$ cat src/rtl/serial_add_pkg.sv
// Shared definitions for the nibble-serial adder controller.
package serial_add_pkg;

    localparam int NIBBLE_W = 4;

    typedef enum logic [1:0] {
        IDLE = 2'd0,
        RUN  = 2'd1,
        DONE = 2'd2
    } state_t;

endpackage

$ cat src/rtl/cla4_cin.sv
// 4-bit carry-lookahead adder slice with carry-in and fully expanded carries.
module cla4_cin (
    input  logic [3:0] a,
    input  logic [3:0] b,
    input  logic       cin,
    output logic [3:0] s,
    output logic       cout
);

    logic [3:0] p;
    logic [3:0] g;
    logic [4:0] c;

    assign p = a ^ b;
    assign g = a & b;

    assign c[0] = cin;
    assign c[1] = g[0] | (p[0] & cin);
    assign c[2] = g[1] | (p[1] & g[0]) | (p[1] & p[0] & cin);
    assign c[3] = g[2] | (p[2] & g[1]) | (p[2] & p[1] & g[0])
                | (p[2] & p[1] & p[0] & cin);
    assign c[4] = g[3] | (p[3] & g[2]) | (p[3] & p[2] & g[1])
                | (p[3] & p[2] & p[1] & g[0])
                | (p[3] & p[2] & p[1] & p[0] & cin);

    assign s    = p ^ c[3:0];
    assign cout = c[4];

endmodule

$ cat src/rtl/serial_nibble_add_ctrl.sv
// Adds two wide unsigned operands one nibble per cycle through a single
// CLA slice, with valid/ready handshakes on operand and result sides.
module serial_nibble_add_ctrl
    import serial_add_pkg::*;
#(
    parameter int NIBBLES = 4
) (
    input  logic                            clk,
    input  logic                            rst,
    input  logic                            in_valid,
    output logic                            in_ready,
    input  logic [NIBBLE_W*NIBBLES-1:0]     a,
    input  logic [NIBBLE_W*NIBBLES-1:0]     b,
    output logic                            out_valid,
    input  logic                            out_ready,
    output logic [NIBBLE_W*NIBBLES:0]       sum,
    output logic                            busy
);

    localparam int W     = NIBBLE_W * NIBBLES;
    localparam int IDX_W = (NIBBLES > 1) ? $clog2(NIBBLES) : 1;
    localparam logic [IDX_W-1:0] LAST_IDX = IDX_W'(NIBBLES - 1);

    state_t              state_q, state_d;
    logic [IDX_W-1:0]    idx_q, idx_d;
    logic                carry_q, carry_d;
    logic [W:0]          sum_q, sum_d;
    logic [W-1:0]        a_q, b_q;
    logic                accept;

    logic [NIBBLE_W-1:0] nib_a, nib_b, slice_s;
    logic                slice_cout;

    // Select the active nibble of each latched operand.
    always_comb begin
        nib_a = '0;
        nib_b = '0;
        for (int k = 0; k < NIBBLES; k++) begin
            if (idx_q == IDX_W'(k)) begin
                nib_a = a_q[NIBBLE_W*k +: NIBBLE_W];
                nib_b = b_q[NIBBLE_W*k +: NIBBLE_W];
            end
        end
    end

    cla4_cin u_slice (
        .a    (nib_a),
        .b    (nib_b),
        .cin  (carry_q),
        .s    (slice_s),
        .cout (slice_cout)
    );

    always_comb begin
        state_d = state_q;
        idx_d   = idx_q;
        carry_d = carry_q;
        sum_d   = sum_q;
        accept  = 1'b0;
        case (state_q)
            IDLE: begin
                if (in_valid) begin
                    accept  = 1'b1;
                    idx_d   = '0;
                    carry_d = 1'b0;
                    sum_d   = '0;
                    state_d = RUN;
                end
            end
            RUN: begin
                for (int k = 0; k < NIBBLES; k++) begin
                    if (idx_q == IDX_W'(k)) begin
                        sum_d[NIBBLE_W*k +: NIBBLE_W] = slice_s;
                    end
                end
                carry_d = slice_cout;
                if (idx_q == LAST_IDX) begin
                    sum_d[W] = slice_cout;
                    idx_d    = '0;
                    state_d  = DONE;
                end else begin
                    idx_d = idx_q + 1'b1;
                end
            end
            DONE: begin
                if (out_ready) begin
                    state_d = IDLE;
                end
            end
            default: state_d = IDLE;
        endcase
    end

    always_ff @(posedge clk or posedge rst) begin
        if (rst) begin
            state_q <= IDLE;
            idx_q   <= '0;
            carry_q <= 1'b0;
            sum_q   <= '0;
        end else begin
            state_q <= state_d;
            idx_q   <= idx_d;
            carry_q <= carry_d;
            sum_q   <= sum_d;
        end
    end

    // Operands only matter once accepted, so they need no reset.
    always_ff @(posedge clk) begin
        if (accept) begin
            a_q <= a;
            b_q <= b;
        end
    end

    assign in_ready  = (state_q == IDLE);
    assign out_valid = (state_q == DONE);
    assign busy      = (state_q != IDLE);
    assign sum       = sum_q;

endmodule

$ cat config.mk
export PLATFORM = sky130hd
export DESIGN_NAME = serial_nibble_add_ctrl
export DESIGN_NICKNAME = d
export VERILOG_FILES = /design/src/rtl/serial_add_pkg.sv /design/src/rtl/cla4_cin.sv /design/src/rtl/serial_nibble_add_ctrl.sv
export SDC_FILE = /design/constraint.sdc
export NUM_CORES = 1
export LEC_CHECK = 0
export CORE_ASPECT_RATIO = 1.1
export CORE_MARGIN = 2
export CORE_UTILIZATION = 49
export DETAILED_ROUTE_END_ITERATION = 7
export MAX_ROUTING_LAYER = met4
export PLACE_DENSITY = 0.84
export SETUP_SLACK_MARGIN = 0.4
export SLEW_MARGIN = 20
export SYNTH_ARGS = -nofsm -noshare
export SYNTH_HDL_FRONTEND = slang
export SYNTH_SLANG_ARGS = --single-unit
$ cat constraint.sdc
create_clock -name clk -period 2.8 [get_ports clk]
set_input_delay 0.56 -clock clk [delete_from_list [all_inputs] [get_ports clk]]
set_output_delay 0.56 -clock clk [all_outputs]
set_load 0.01 [all_outputs]
==> metrics, run 1 <==
critical path required time 3.01 ns; Mapped Cells 192; Residual DRC 0; clock latency on the worst-skew pair 0.31 ns; I/O pins 56; CP top delay family adder cells; Routed WL per cell 17.14 um; Num CTS Buffers 5; WP buf/inv 1; Vias 1859; total track usage 21.16%; Tcrit/Tclk final 92.69%; register area share after synthesis 62.40%; asr flop ratio synth 40.74%; largest cells by area after synthesis edfxtp_1 40%, dfrtp_1 23%, ha_1 4.6%; post-route ant nets 0; CP Launch Type flop; Port-buffer cells 55; Slew headroom 43.97%; TritonCTS clock tree yes; largest net degree at the start of global routing 33; initial antenna violation count 0; cells along the critical path inv_2 > ha_4 > nor2b_2 > a221oi_4 > nor3_2 > a21oi_1 > fa_1 > nor2_4 > mux2_2 > a22o_1; CTS root buf clkbuf_8; clock slew seen by the registers of the worst setup and hold paths 0.09 ns; EDFF count, synth 32; Post-synth top flop edfxtp_1; RSZ-0062 raised after global routing yes; CTS Hold Bufs 0; pwr/cell area 1269 mW/mm^2; Period minus WS final 2.595 ns; HPWL Detailed 3.470 mm; Synth area leader edfxtp_1; via/cell ratio 5.702; vias in the first global route 1831; H-tree Lvls 2; Max Slew Vio Count 0; setup TNS 0 ns; crit path kind flop to flop; top post-synthesis cells by count 32 x edfxtp_1, 22 x dfrtp_1, 19 x a21oi_1, 19 x nand2_1, 11 x a22o_1; num rows 26; Clock Path Buffers 2; Setup Skew 0.006027 ns; worst-path maximum fanout 6; setup violators final 0; Yosys top cell area share 39.67%; Slew @ Worst Pin 0.8395 ns; Die Span Y 77.74 um; status completed; max cap viols 0; Starting Density 51.35%; layout cells sized above 1 26.67%; Yosys cell types 32; Hold WC Path Type flop to flop; Worst Setup End Kind flop; Max rail drop VDD 0.0005065 V; Layout Nets 315; clk sinks 54; Total Routed Length 5.588 mm; First-pass DRT Iterations 4; DIE AREA 0.005523 sq mm; Yosys reg bits 54; max incr delay on CP 0.57 ns; Iter 0 DRT Violations 122; Ys Warns 0; Syn Area/Cell 12.62 sq um; number of diodes 0; core area 0.004717 sq mm; Final Hold Violating Endpoints 0; smallest hold slack 0.5153 ns; count leader, synth edfxtp_1; GRT overflow 0; Mapped Nets 238; placer congestion estimate 0.7808; Area Overhead vs Synth 44.21%; Slowest cell on crit path fa_1; highest clock rate 385.3 MHz; Die Wd 71.04 um; first-pass GRT wire length 8.673 mm; P_leak 1.380 nW; mapped cell area 0.002422 sq mm; CP arrival 2.80 ns
==> metal layers <==
layer / wire, um / GRT usage (%) / up-vias
met2: 2915 / 34.11 / 76
met1: 2181 / 25.39 / 914
met4: 195 / 9.623 / 0
met5: 0 / - / -
li1: - / - / 850
met3: 296 / 4.805 / 19
==> final timing paths <==
| kind | startpoint | endpoint | slack, ns | cells after the start |
|---|---|---|---|---|
| worst max-delay path | idx_q[1] | sum[8] | 0.20 | 10 |
| worst min-delay path | sum[13] | sum[13] | 0.52 | 1 |
| worst max register to register | idx_q[1] | sum[8] | 0.20 | 10 |
| worst min register to register | sum[13] | sum[13] | 0.52 | 1 |
| max in group asynchronous | rst | idx_q[0] | 1.52 | 2 |
| min in group asynchronous | rst | sum[16] | 0.72 | 2 |
==> worst register-to-register path: cells and delay by family, from the launching register on <==
kind                     cells  cell delay [ns]
AO/OA/AOI/OAI                3             0.43
adder cells (fa/ha/maj)      2             0.77
buffers and inverters        1             0.09
flip-flops                   1             0.42
multiplexers                 1             0.27
AND/OR/NAND/NOR              3             0.51
==> kinds of logic (layout without fill, tap and decap cells) <==
group | count (synthesis) | after routing | synth area share [%]
DFF | 54 | 54 | 62.40
and+or+nand+nor | 46 | 46 | 9.556
muxes | 8 | 8 | 3.719
adders and majority gates | 10 | 10 | 5.475
AOI/OAI and AO/OA | 54 | 54 | 14.72
xor gates and xnor gates | 3 | 3 | 1.085
buffers and inverters | 17 | 95 | 3.047
==> state kept, by name, summed over array words and instances (netlist names) <==
register  cells
a_q          16
b_q          16
idx_q         2
carry_q       1
sum          17
state_q       2
==> what timing repair did <==
item                       4_1_cts  5_1_grt
pin swaps                       12       15
setup endpoints to repair       18       18
setup buffers                   12        8
hold endpoints to repair         0        0
gates resized for setup         20       24
==> power by group <==
group / internal (mW) / total, mW / switching, mW
Combinational: 1.41 / 2.76 / 1.35
Clock: 0.174 / 0.418 / 0.244
Sequential: 1.09 / 1.25 / 0.160
==> area by class of cell <==
type / count / area [sq um]
Sequential cell: 54 / 1513
Timing Repair Buffer: 79 / 754.5
Inverter: 8 / 32.53
Tap cell: 56 / 70.07
Fill cell: 312 / 1224
Multi-Input combinational cell: 121 / 1041
Clock buffer: 6 / 72.57
Clock inverter: 2 / 10.01
==> stage by stage <==
stage	power (mW)	util [%]	setup slack (ns)	cell area [sq um]	cells
6_report	4.435	74.06	0.2046	3493	326
5_1_grt	4.721	74.06	0.1341	3493	326
4_1_cts	3.902	70.00	0.3732	3302	318
3_5_place_dp	3.195	64.93	0.06391	3063	298
3_3_place_gp	3.137	64.93	0.1208	3063	298
2_1_floorplan	2.639	-	0.3684	2475	192
==> placed cells by master (no fill, tap or decap), types with 2 or more instances in the layout <==
master / synthesis / routed
a221oi_4: 0 / 2
nand2b_1: 5 / 5
nand3b_1: 6 / 6
nor2b_2: 0 / 2
xor2_2: 0 / 2
a21oi_2: 0 / 6
clkdlybuf4s50_1: 0 / 55
a21o_1: 6 / 6
ha_1: 9 / 2
and2_1: 2 / 2
ha_4: 0 / 6
mux2_2: 8 / 8
clkbuf_8: 0 / 5
a21oi_1: 19 / 13
buf_4: 1 / 21
o21ai_2: 0 / 3
nor2_1: 7 / 5
dfrtp_1: 22 / 21
nand2_1: 19 / 18
a32o_1: 2 / 2
nor3_2: 0 / 2
a22o_1: 11 / 11
o21ai_1: 1 / 3
o21ai_0: 8 / 3
clkinv_2: 0 / 2
nor2b_1: 4 / 2
inv_1: 8 / 6
edfxtp_1: 32 / 32
Note: power is estimated with default switching activity, not from simulation.
==> run 2: changes to the inputs <==
--- a/config.mk
+++ b/config.mk
@@ -5,11 +5,11 @@
 export SDC_FILE = /design/constraint.sdc
 export NUM_CORES = 1
 export LEC_CHECK = 0
+export ABC_CLOCK_PERIOD_IN_PS = 2800
 export CORE_ASPECT_RATIO = 1.1
 export CORE_MARGIN = 2
 export CORE_UTILIZATION = 49
 export DETAILED_ROUTE_END_ITERATION = 7
-export MAX_ROUTING_LAYER = met4
 export PLACE_DENSITY = 0.84
 export SETUP_SLACK_MARGIN = 0.4
 export SLEW_MARGIN = 20
==> run 2 against run 1 <==
Die area did not move. Combinational power fell by 7%. Critical path type unchanged. Final cell count fell by 1.5%. Sequential share of layout area rose by 1.1 points. Highest routed layer unchanged. Core utilization fell by 1.8 points. Global-route usage fell by 0.58 points.
==> metrics, run 2 (same netlist as run 1, synthesis figures left out) <==
status completed; Clk network pwr share 9.9% (+0.5 points); Hold WC Path Type flop to flop; max cap viols 0 (unchanged); smallest hold slack 0.5161 ns (+0.0008380 ns); number of diodes 0 (unchanged); pwr/cell area 1245 mW/mm^2 (-1.9%); TritonCTS clock tree yes; Iter 0 DRT Violations 105 (-14%); Area Overhead vs Synth 40.65%; P_sw 1.682 mW (-4.1%); placer congestion estimate 0.7704 (-1.3%); Int Power 2.561 mW (-4.5%); Max Slew Vio Count 0 (unchanged); CP arrival 2.79 ns (about the same); Slew @ Worst Pin 0.8367 ns (-0.002733 ns); DIE AREA 0.005523 sq mm (unchanged); Setup Skew 0.005642 ns (-0.0003852 ns); Final Hold Violating Endpoints 0 (unchanged); Num CTS Buffers 5 (unchanged); Residual DRC 0 (unchanged); CP Launch Type flop; I/O pins 56 (unchanged); worst-path maximum fanout 6 (unchanged); Routed WL per cell 16.92 um (-1.3%); crit path kind flop to flop; Die Span Y 77.74 um (unchanged); most common cell after layout, fill and taps aside clkdlybuf4s50_1; clk sinks 54 (unchanged); setup TNS 0 ns (unchanged); total track usage 20.58% (-0.58 points); H-tree Lvls 2 (unchanged); post-route ant nets 0 (unchanged); core area 0.004717 sq mm (unchanged); P_leak 1.343 nW (-2.7%); Sw Ratio 39.64% (+0.11 points); most frequent cells in the layout 55 x clkdlybuf4s50_1, 32 x edfxtp_1, 21 x dfrtp_1; max reg flops 17 (unchanged); via/cell ratio 5.629 (-1.3%); Layout Nets 310 (-1.6%); final setup margin 0.2214 ns (+0.01686 ns); CTS root buf clkbuf_8; highest clock rate 387.8 MHz (+0.65%); First-pass DRT Iterations 4 (unchanged); Worst Setup End Kind flop; GRT overflow 0 (unchanged); Period minus WS final 2.579 ns (-0.01686 ns); Port-buffer cells 55 (unchanged); vias in the first global route 1828 (-0.16%); layout cells sized above 1 23.40% (-3.3 points); clock slew seen by the registers of the worst setup and hold paths 0.09 ns (about the same); first-pass GRT wire length 8.659 mm (-0.16%); Tcrit/Tclk final 92.09% (-0.60 points); initial antenna violation count 0 (unchanged); RSZ-0062 raised after global routing yes; flop-to-flop setup slack 0.22 ns (+0.02 ns); CTS Hold Bufs 0 (unchanged); HPWL Detailed 3.470 mm (unchanged); Clock Path Buffers 2 (unchanged); Die Wd 71.04 um (unchanged); Total Routed Length 5.430 mm (-2.8%); Slew headroom 44.16% (+0.18 points); clock latency on the worst-skew pair 0.31 ns (about the same); Max rail drop VDD 0.0005045 V (-0.39%); setup violators final 0 (unchanged); register share of total power 29.4% (+1.1 points); combinational fraction of design power 60.7% (-1.6 points); num rows 26 (unchanged); largest net degree at the start of global routing 33 (unchanged); critical path required time 3.01 ns (about the same); dpl ws 0.06391 ns (unchanged); Starting Density 51.35% (unchanged); Vias 1807 (-2.8%)
==> run 2: repair_timing <==
item	CTS	global route
endpoints found under the setup margin	18	18
gates cloned	0	0
resized for setup	20	15
buffers inserted	12	3
pin swaps	12	12
==> run 2: final timing paths <==
kind	from	endpoint	depth (start not counted)
setup / recovery	idx_q[1]	sum[8]	10
hold / removal	sum[13]	sum[13]	1
setup reg to reg	idx_q[1]	sum[8]	10
hold reg to reg	sum[13]	sum[13]	1
max in group asynchronous	rst	idx_q[0]	2
min in group asynchronous	rst	sum[6]	2
==> run 2: metal layers <==
layer / wire [um] / global-route usage (%) / vias up
li1: - / - / 842
met1: 2142 / 25.13 / 886
met2: 2865 / 34.11 / 66
met3: 268 / 5.195 / 13
met4: 154 / 9.623 / 0
met5: 0 / 0 / -
==> run 2: metrics by stage <==
| step | utilization (%) | area (sq um) | cells | total power, mW |
|---|---|---|---|---|
| after floorplan | - | 2475 | 192 | 2.639 |
| after detailed placement | 64.93 | 3063 | 298 | 3.195 |
| after global routing | 72.23 | 3407 | 321 | 4.536 |
| final | 72.23 | 3407 | 321 | 4.243 |
| after global placement | 64.93 | 3063 | 298 | 3.137 |
| after CTS | 70.00 | 3302 | 318 | 3.902 |
==> run 2: critical path, cell delays in order (launching register included) <==
cell and delay, ns:
dfrtp_1 0.41, inv_2 0.08, ha_4 0.19, nor2b_1 0.22, a221oi_4 0.10, nor3_2 0.26, a21oi_1 0.11, fa_1 0.55
nor2_2 0.06, mux2_2 0.27, a22o_1 0.22
==> run 2: cell type report <==
cell class	count	area, sq um
Sequential cell	54	1513
Fill cell	330	1310
Multi-Input combinational cell	121	1011
Timing Repair Buffer	74	700.7
Clock buffer	6	72.57
Tap cell	56	70.07
Inverter	8	30.03
Clock inverter	2	10.01
==> run 2: power by group through the flow <==
stage | combinational, mW | clock [mW] | sequential (mW)
2_1_floorplan | 1.40 | 0 | 1.24
3_3_place_gp | 1.89 | 0 | 1.25
3_5_place_dp | 1.94 | 0 | 1.25
4_1_cts | 2.24 | 0.422 | 1.24
5_1_grt | 2.80 | 0.463 | 1.27
6_report | 2.58 | 0.419 | 1.25
